[config.mk]
export PLATFORM = sky130hd
export DESIGN_NAME = key_expand_seq_flat
export DESIGN_NICKNAME = d
export VERILOG_FILES = /design/src/rtl/aes_pkg.sv /design/src/rtl/key_expand_seq_if.sv /design/src/rtl/key_round_step.sv /design/src/rtl/key_expand_seq.sv /design/src/flat_wrapper.sv
export SDC_FILE = /design/constraint.sdc
export NUM_CORES = 2
export LEC_CHECK = 0
export ABC_CLOCK_PERIOD_IN_PS = 75000
export CORE_MARGIN = 2
export CORE_UTILIZATION = 40
export DETAILED_ROUTE_END_ITERATION = 8
export PLACE_DENSITY = 0.57
export SYNTH_ARGS = -nofsm -noshare
export SYNTH_HDL_FRONTEND = slang
export SYNTH_SLANG_ARGS = --single-unit
[constraint.sdc]
create_clock -name clk -period 75 [get_ports clk]
set_input_delay 15 -clock clk [delete_from_list [all_inputs] [get_ports clk]]
set_output_delay 15 -clock clk [all_outputs]
set_load 0.01 [all_outputs]
[src/rtl/aes_pkg.sv]
// aes_pkg: shared AES-128 key-schedule constants, state encoding and key type
package aes_pkg;
  localparam int KEY_W = 128;
  typedef logic [0:KEY_W-1] key_t;
  typedef enum logic [1:0] {IDLE, EXPAND, DONE} state_t;
  localparam logic [7:0] RCON [16] = '{
    8'h00, 8'h01, 8'h02, 8'h04, 8'h08, 8'h10, 8'h20, 8'h40,
    8'h80, 8'h1b, 8'h36, 8'h00, 8'h00, 8'h00, 8'h00, 8'h00};
  localparam logic [7:0] SBOX [256] = '{
    8'h63, 8'h7c, 8'h77, 8'h7b, 8'hf2, 8'h6b, 8'h6f, 8'hc5, 8'h30, 8'h01, 8'h67, 8'h2b, 8'hfe, 8'hd7, 8'hab, 8'h76,
    8'hca, 8'h82, 8'hc9, 8'h7d, 8'hfa, 8'h59, 8'h47, 8'hf0, 8'had, 8'hd4, 8'ha2, 8'haf, 8'h9c, 8'ha4, 8'h72, 8'hc0,
    8'hb7, 8'hfd, 8'h93, 8'h26, 8'h36, 8'h3f, 8'hf7, 8'hcc, 8'h34, 8'ha5, 8'he5, 8'hf1, 8'h71, 8'hd8, 8'h31, 8'h15,
    8'h04, 8'hc7, 8'h23, 8'hc3, 8'h18, 8'h96, 8'h05, 8'h9a, 8'h07, 8'h12, 8'h80, 8'he2, 8'heb, 8'h27, 8'hb2, 8'h75,
    8'h09, 8'h83, 8'h2c, 8'h1a, 8'h1b, 8'h6e, 8'h5a, 8'ha0, 8'h52, 8'h3b, 8'hd6, 8'hb3, 8'h29, 8'he3, 8'h2f, 8'h84,
    8'h53, 8'hd1, 8'h00, 8'hed, 8'h20, 8'hfc, 8'hb1, 8'h5b, 8'h6a, 8'hcb, 8'hbe, 8'h39, 8'h4a, 8'h4c, 8'h58, 8'hcf,
    8'hd0, 8'hef, 8'haa, 8'hfb, 8'h43, 8'h4d, 8'h33, 8'h85, 8'h45, 8'hf9, 8'h02, 8'h7f, 8'h50, 8'h3c, 8'h9f, 8'ha8,
    8'h51, 8'ha3, 8'h40, 8'h8f, 8'h92, 8'h9d, 8'h38, 8'hf5, 8'hbc, 8'hb6, 8'hda, 8'h21, 8'h10, 8'hff, 8'hf3, 8'hd2,
    8'hcd, 8'h0c, 8'h13, 8'hec, 8'h5f, 8'h97, 8'h44, 8'h17, 8'hc4, 8'ha7, 8'h7e, 8'h3d, 8'h64, 8'h5d, 8'h19, 8'h73,
    8'h60, 8'h81, 8'h4f, 8'hdc, 8'h22, 8'h2a, 8'h90, 8'h88, 8'h46, 8'hee, 8'hb8, 8'h14, 8'hde, 8'h5e, 8'h0b, 8'hdb,
    8'he0, 8'h32, 8'h3a, 8'h0a, 8'h49, 8'h06, 8'h24, 8'h5c, 8'hc2, 8'hd3, 8'hac, 8'h62, 8'h91, 8'h95, 8'he4, 8'h79,
    8'he7, 8'hc8, 8'h37, 8'h6d, 8'h8d, 8'hd5, 8'h4e, 8'ha9, 8'h6c, 8'h56, 8'hf4, 8'hea, 8'h65, 8'h7a, 8'hae, 8'h08,
    8'hba, 8'h78, 8'h25, 8'h2e, 8'h1c, 8'ha6, 8'hb4, 8'hc6, 8'he8, 8'hdd, 8'h74, 8'h1f, 8'h4b, 8'hbd, 8'h8b, 8'h8a,
    8'h70, 8'h3e, 8'hb5, 8'h66, 8'h48, 8'h03, 8'hf6, 8'h0e, 8'h61, 8'h35, 8'h57, 8'hb9, 8'h86, 8'hc1, 8'h1d, 8'h9e,
    8'he1, 8'hf8, 8'h98, 8'h11, 8'h69, 8'hd9, 8'h8e, 8'h94, 8'h9b, 8'h1e, 8'h87, 8'he9, 8'hce, 8'h55, 8'h28, 8'hdf,
    8'h8c, 8'ha1, 8'h89, 8'h0d, 8'hbf, 8'he6, 8'h42, 8'h68, 8'h41, 8'h99, 8'h2d, 8'h0f, 8'hb0, 8'h54, 8'hbb, 8'h16};
endpackage

[src/rtl/key_expand_seq_if.sv]
// key_expand_seq_if: key load / status / read-port bundle (stream taps under KEY_EXPAND_STREAM_EN)
interface key_expand_seq_if;
  import aes_pkg::*;
  logic key_valid;
  key_t key;
  logic key_ready;
  logic busy;
  logic keys_valid;
  logic [0:3] rd_idx;
  key_t rd_key;
`ifdef KEY_EXPAND_STREAM_EN
  logic rk_stream_valid;
  logic [0:3] rk_stream_idx;
  key_t rk_stream_key;
`endif
  modport master (
    output key_valid, key, rd_idx,
`ifdef KEY_EXPAND_STREAM_EN
    input rk_stream_valid, rk_stream_idx, rk_stream_key,
`endif
    input key_ready, busy, keys_valid, rd_key
  );
  modport slave (
    input key_valid, key, rd_idx,
`ifdef KEY_EXPAND_STREAM_EN
    output rk_stream_valid, rk_stream_idx, rk_stream_key,
`endif
    output key_ready, busy, keys_valid, rd_key
  );
endinterface

[src/rtl/key_round_step.sv]
// key_round_step: one AES-128 key-schedule round, previous round key -> next round key
module key_round_step
  import aes_pkg::*;
(
  input  key_t       prev_i,
  input  logic [3:0] rnd_i,
  output key_t       next_o
);
  logic [0:31] rot, sub, t, n0, n1, n2, n3;
  assign rot = {prev_i[104:127], prev_i[96:103]};
  for (genvar i = 0; i < 4; i++) begin : g_sb
    assign sub[i*8 +: 8] = SBOX[rot[i*8 +: 8]];
  end
  assign t = sub ^ {RCON[rnd_i], 24'h0};
  assign n0 = prev_i[0:31] ^ t;
  assign n1 = prev_i[32:63] ^ n0;
  assign n2 = prev_i[64:95] ^ n1;
  assign n3 = prev_i[96:127] ^ n2;
  assign next_o = {n0, n1, n2, n3};
endmodule

[src/rtl/key_expand_seq.sv]
// key_expand_seq: sequential AES-128 key expansion into a readable round-key table (KEY_EXPAND_STREAM_EN adds a per-round stream tap)
module key_expand_seq
  import aes_pkg::*;
#(
  parameter int NR = 10
) (
  input logic clk,
  input logic rst,
  key_expand_seq_if.slave bus
);
  state_t     state_q;
  logic [3:0] r_q;
  key_t       last_q, nxt_d, rd_key_q;
  key_t       tbl_q [0:NR];
  logic       key_ready_q, busy_q, keys_valid_q;
  logic       acc;
  assign acc = key_ready_q && bus.key_valid;
  key_round_step u_step (.prev_i(last_q), .rnd_i(r_q), .next_o(nxt_d));
  // FSM: accept key as round 0, then one round key per EXPAND cycle; registered status and read port
  always_ff @(posedge clk) begin
    if (rst) begin
      state_q <= IDLE;
      r_q <= '0;
      key_ready_q <= 1'b1;
      busy_q <= 1'b0;
      keys_valid_q <= 1'b0;
      rd_key_q <= '0;
    end else begin
      rd_key_q <= (keys_valid_q && bus.rd_idx <= 4'(NR)) ? tbl_q[bus.rd_idx] : '0;
      if (acc) begin
        tbl_q[0] <= bus.key;
        last_q <= bus.key;
        r_q <= 4'd1;
        state_q <= EXPAND;
        key_ready_q <= 1'b0;
        busy_q <= 1'b1;
        keys_valid_q <= 1'b0;
      end else if (state_q == EXPAND) begin
        tbl_q[r_q] <= nxt_d;
        last_q <= nxt_d;
        r_q <= r_q + 4'd1;
        if (r_q == 4'(NR)) begin
          state_q <= DONE;
          busy_q <= 1'b0;
          keys_valid_q <= 1'b1;
          key_ready_q <= 1'b1;
        end
      end
    end
  end
  assign bus.key_ready = key_ready_q;
  assign bus.busy = busy_q;
  assign bus.keys_valid = keys_valid_q;
  assign bus.rd_key = rd_key_q;
`ifdef KEY_EXPAND_STREAM_EN
  logic       sv_q;
  logic [3:0] si_q;
  key_t       sk_q;
  // Stream tap: mirror each table write (key 0 on accept, key r in EXPAND) for one cycle
  always_ff @(posedge clk) begin
    if (rst) begin
      sv_q <= 1'b0;
      si_q <= '0;
      sk_q <= '0;
    end else begin
      sv_q <= acc || state_q == EXPAND;
      si_q <= acc ? 4'd0 : r_q;
      sk_q <= acc ? bus.key : nxt_d;
    end
  end
  assign bus.rk_stream_valid = sv_q;
  assign bus.rk_stream_idx = si_q;
  assign bus.rk_stream_key = sk_q;
`endif
endmodule

[src/flat_wrapper.sv]
// flat-port wrapper written by rule: the top's interface ports become plain ports
module key_expand_seq_flat import aes_pkg::*;
#(
  parameter int NR = 10
)
  (clk, rst, bus_key_valid, bus_key, bus_rd_idx, bus_key_ready, bus_busy, bus_keys_valid, bus_rd_key);
  key_expand_seq_if bus_i ();
  input logic clk;
  input logic rst;
  input wire logic [$bits(bus_i.key_valid)-1:0] bus_key_valid;
  input wire logic [$bits(bus_i.key)-1:0] bus_key;
  input wire logic [$bits(bus_i.rd_idx)-1:0] bus_rd_idx;
  output wire logic [$bits(bus_i.key_ready)-1:0] bus_key_ready;
  output wire logic [$bits(bus_i.busy)-1:0] bus_busy;
  output wire logic [$bits(bus_i.keys_valid)-1:0] bus_keys_valid;
  output wire logic [$bits(bus_i.rd_key)-1:0] bus_rd_key;
  assign bus_i.key_valid = bus_key_valid;
  assign bus_i.key = bus_key;
  assign bus_i.rd_idx = bus_rd_idx;
  assign bus_key_ready = bus_i.key_ready;
  assign bus_busy = bus_i.busy;
  assign bus_keys_valid = bus_i.keys_valid;
  assign bus_rd_key = bus_i.rd_key;
  key_expand_seq #(.NR(NR)) u_core (.clk(clk), .rst(rst), .bus(bus_i));
endmodule
==> flow_summary_export.csv <==
group,metric,value,unit
power,powerDensity,35.46,nW/um2
sta,finalCritPeriodShare,25.10,%
logic_synthesis,synthCells,5974,
power,ir_drop,0.00002448,V
logic_synthesis,synth_ff_type,"edfxtp_1",
sta,totalNegativeSetupSlack,0,ps
logic_synthesis,seq_area_frac_synth,60.81,%
floorplanning,row_count,164,
grt,grt_usage,25.71,%
power,p_leak,29.57,nW
setup_path,endpoint_kind,"flop",
clock_tree,cts_sinks,1671,
hold_path,hold_path_class,"flop to flop",
logic_synthesis,synth_area,80300,um2
clock_tree,cts_tree,"yes",
clock_tree,root_buffer,"clkbuf_16",
setup_path,crit_required,75400,ps
setup_path,worstPathCellList,"clkdlybuf4s50_1 > and2_4 > nor3_2 > buf_4 > nand3_1 > nor2_4 > buf_4 > buf_4 > buf_4",
grt,grt_max_degree,163,
clock_tree,cts_max_path_buffers,3,
floorplanning,fp.coreArea,199700,um2
floorplanning,fp.dieW,452.1,um
layout,layout_common_cells,"edfxtp_1 (1536), nand2_1 (375), a21oi_1 (363)",
status,outcome,"finished, final reports clean",
drt,routed_wl,269500,um
place,gp_congestion,0.9525,
setup_path,start_kind,"primary input",
layout,fin_nets,6226,
sta,max_slew.worst_pin.slew,1319,ps
clock_tree,cts_htree_levels,4,
grt,antenna_found_initial,10,
place,io_buffers,265,
grt,grt_pass1_wl,383000,um
logic_synthesis,ys_types,107,
floorplanning,dieArea,204300,um2
clock_tree,ctsResizeCount,0,
layout,n_fill_cell,17740,
job,drv_cap,0,
sta,hold_violations,0,
drt,post_drt_wl_per_cell,30.53,um
layout,seqCellArea,48830,um2
drt,vias,54470,
setup_path,critical_path_arrival,19220,ps
floorplanning,die_y,452.1,um
drt,drt-pass1-iter-count,9,
setup_path,cpMostUsedCell,"buf_4",
floorplanning,ios,266,
logic_synthesis,synth.avg_cell_area,13.44,um2
power,total_power,3.207,mW
setup_path,critPathMaxStageDelay,870,ps
clock_tree,cts.clk_slew.worst_paths,60,ps
drt,drc,0,
place,dp_hpwl,170100,um
sta,fmax,0.05313,GHz
layout,syn2layout_area_growth,12.64,%
grt,globalRouteOverflowTotal,0,
sta,skew,34.82,ps
setup_path,path_max_fanout,63,
clock_tree,postCtsSetupRepairBufs,0,
drt,drt_iter0_drc,6923,
layout,multiInputGateArea,28960,um2
clock_tree,clk_latency,800,ps
sta,period_minus_slack,18820,ps
clock_tree,ctsHoldBuffers,0,
logic_synthesis,synth_warnings,0,
logic_synthesis,async_flop_share,0,%
layout,mostFrequentLayoutCell,"edfxtp_1",
sta,slew_viol_final,0,
logic_synthesis,syn_nets,6173,
drt,antenna_left,0,
drt,viasPerCell,6.170,
sta,finalSetupViolCount,0,
floorplanning,start_util,40.22,%
layout,drive_gt1_share,13.30,%
sta,rsz0062_at_grt,"false",
setup_path,setup.worst_path.class,"primary input to flop",
logic_synthesis,synth-seq-cells,1671,
setup_path,slowest_stage,"buf_4",
sta,relSlewSlack,11.16,%
clock_tree,cts_buffers,160,
grt,grt_pass1_vias,51750,
logic_synthesis,synth-edff-count,1536,
-- flip-flops by register name (all words and copies together), names as in the netlist --
register / count
u_core.last_q: 128
u_core.bus.rd_key: 128
u_core.bus.busy: 1
u_core.tbl_q: 1408
u_core.state_q: 1
u_core.r_q: 4
u_core.bus.key_ready: 1
-- kinds of logic after synthesis --
logic type                 after synthesis  share of synthesized area (%)
adders and majority gates               65                          1.021
AOI/OAI and AO/OA                     1551                          12.98
xor gates and xnor gates               167                          2.443
and+or+nand+nor                       1447                          8.891
DFF                                   1671                          60.81
muxes                                  491                          10.58
buffers and inverters                  582                          3.280
-- final timing paths --
path	start	cells past startpoint	end	slack, ps
hold / removal	u_core.tbl_q[10][112]	2	u_core.bus.rd_key[112]	620
hold reg to reg	u_core.tbl_q[10][112]	2	u_core.bus.rd_key[112]	620
setup reg to reg	u_core.last_q[1]	11	u_core.tbl_q[3][79]	68460
setup / recovery	bus_key_valid	9	u_core.tbl_q[10][76]	56180
-- metal layers --
metal / up-vias / wire length [um] / global-route usage (%)
met2: 2646 / 125900 / 40.75
met4: 2 / 12050 / 10.62
met5: - / 13 / 0
met3: 500 / 20410 / 4.381
met1: 27850 / 111200 / 35.08
li1: 23470 / - / -
-- per-stage QoR --
stage	hold slack (ps)	cell area (um2)	worst slack, ps	instances	utilization [%]
after floorplan	519.4	80300	39860	5974	-
after global placement	609.7	85150	55350	8512	42.65
after detailed placement	609.3	85230	55370	8520	42.69
after CTS	625.2	90420	56200	8820	45.29
after global routing	645.0	90440	56030	8823	45.30
final	622.0	90450	56180	8827	45.30
-- power by group --
| group | switching [mW] | leakage (nW) | internal [mW] | total [mW] |
|---|---|---|---|---|
| logic | 0.880 | 12.0 | 0.402 | 1.28 |
| registers | 0.0211 | 15.0 | 1.10 | 1.12 |
| clock network | 0.352 | 2.53 | 0.455 | 0.807 |
| total | 1.25 | 29.6 | 1.95 | 3.21 |
-- synth_stat cells, types with 42 or more instances --
library cell | number | area [um2]
buf_1 | 48 | 180.2
ha_1 | 63 | 788.3
a211oi_1 | 302 | 2267
nand3_1 | 87 | 435.4
nor3_1 | 78 | 390.4
xor2_1 | 42 | 367.9
inv_1 | 44 | 165.2
a31oi_1 | 60 | 375.4
nor2b_1 | 214 | 1339
o21ai_0 | 306 | 1531
nand2b_1 | 122 | 763.2
edfxtp_1 | 1536 | 46120
xnor2_1 | 83 | 727.0
clkbuf_1 | 297 | 1115
dfxtp_1 | 135 | 2703
nand2_1 | 377 | 1415
buf_2 | 130 | 650.6
mux4_2 | 282 | 6351
mux2i_1 | 168 | 1682
a21oi_1 | 364 | 1822
nor2_1 | 362 | 1359
-- worst max-delay path: cells and delay by family --
kind                   cells  cell delay (ps)
buffers and inverters      5             3040
AND/OR/NAND/NOR            4             1000
-- layout make-up --
cell class	count	area share [%]
flip-flops and latches	1671	53.98
multi-input cells	3721	32.01
clock buffers	228	4.969
repair buffers	415	4.327
well taps	2656	3.674
clock inverters	72	0.7760
inverters	58	0.2407
diodes	6	0.01660
(Power assumes the default switching activity.)
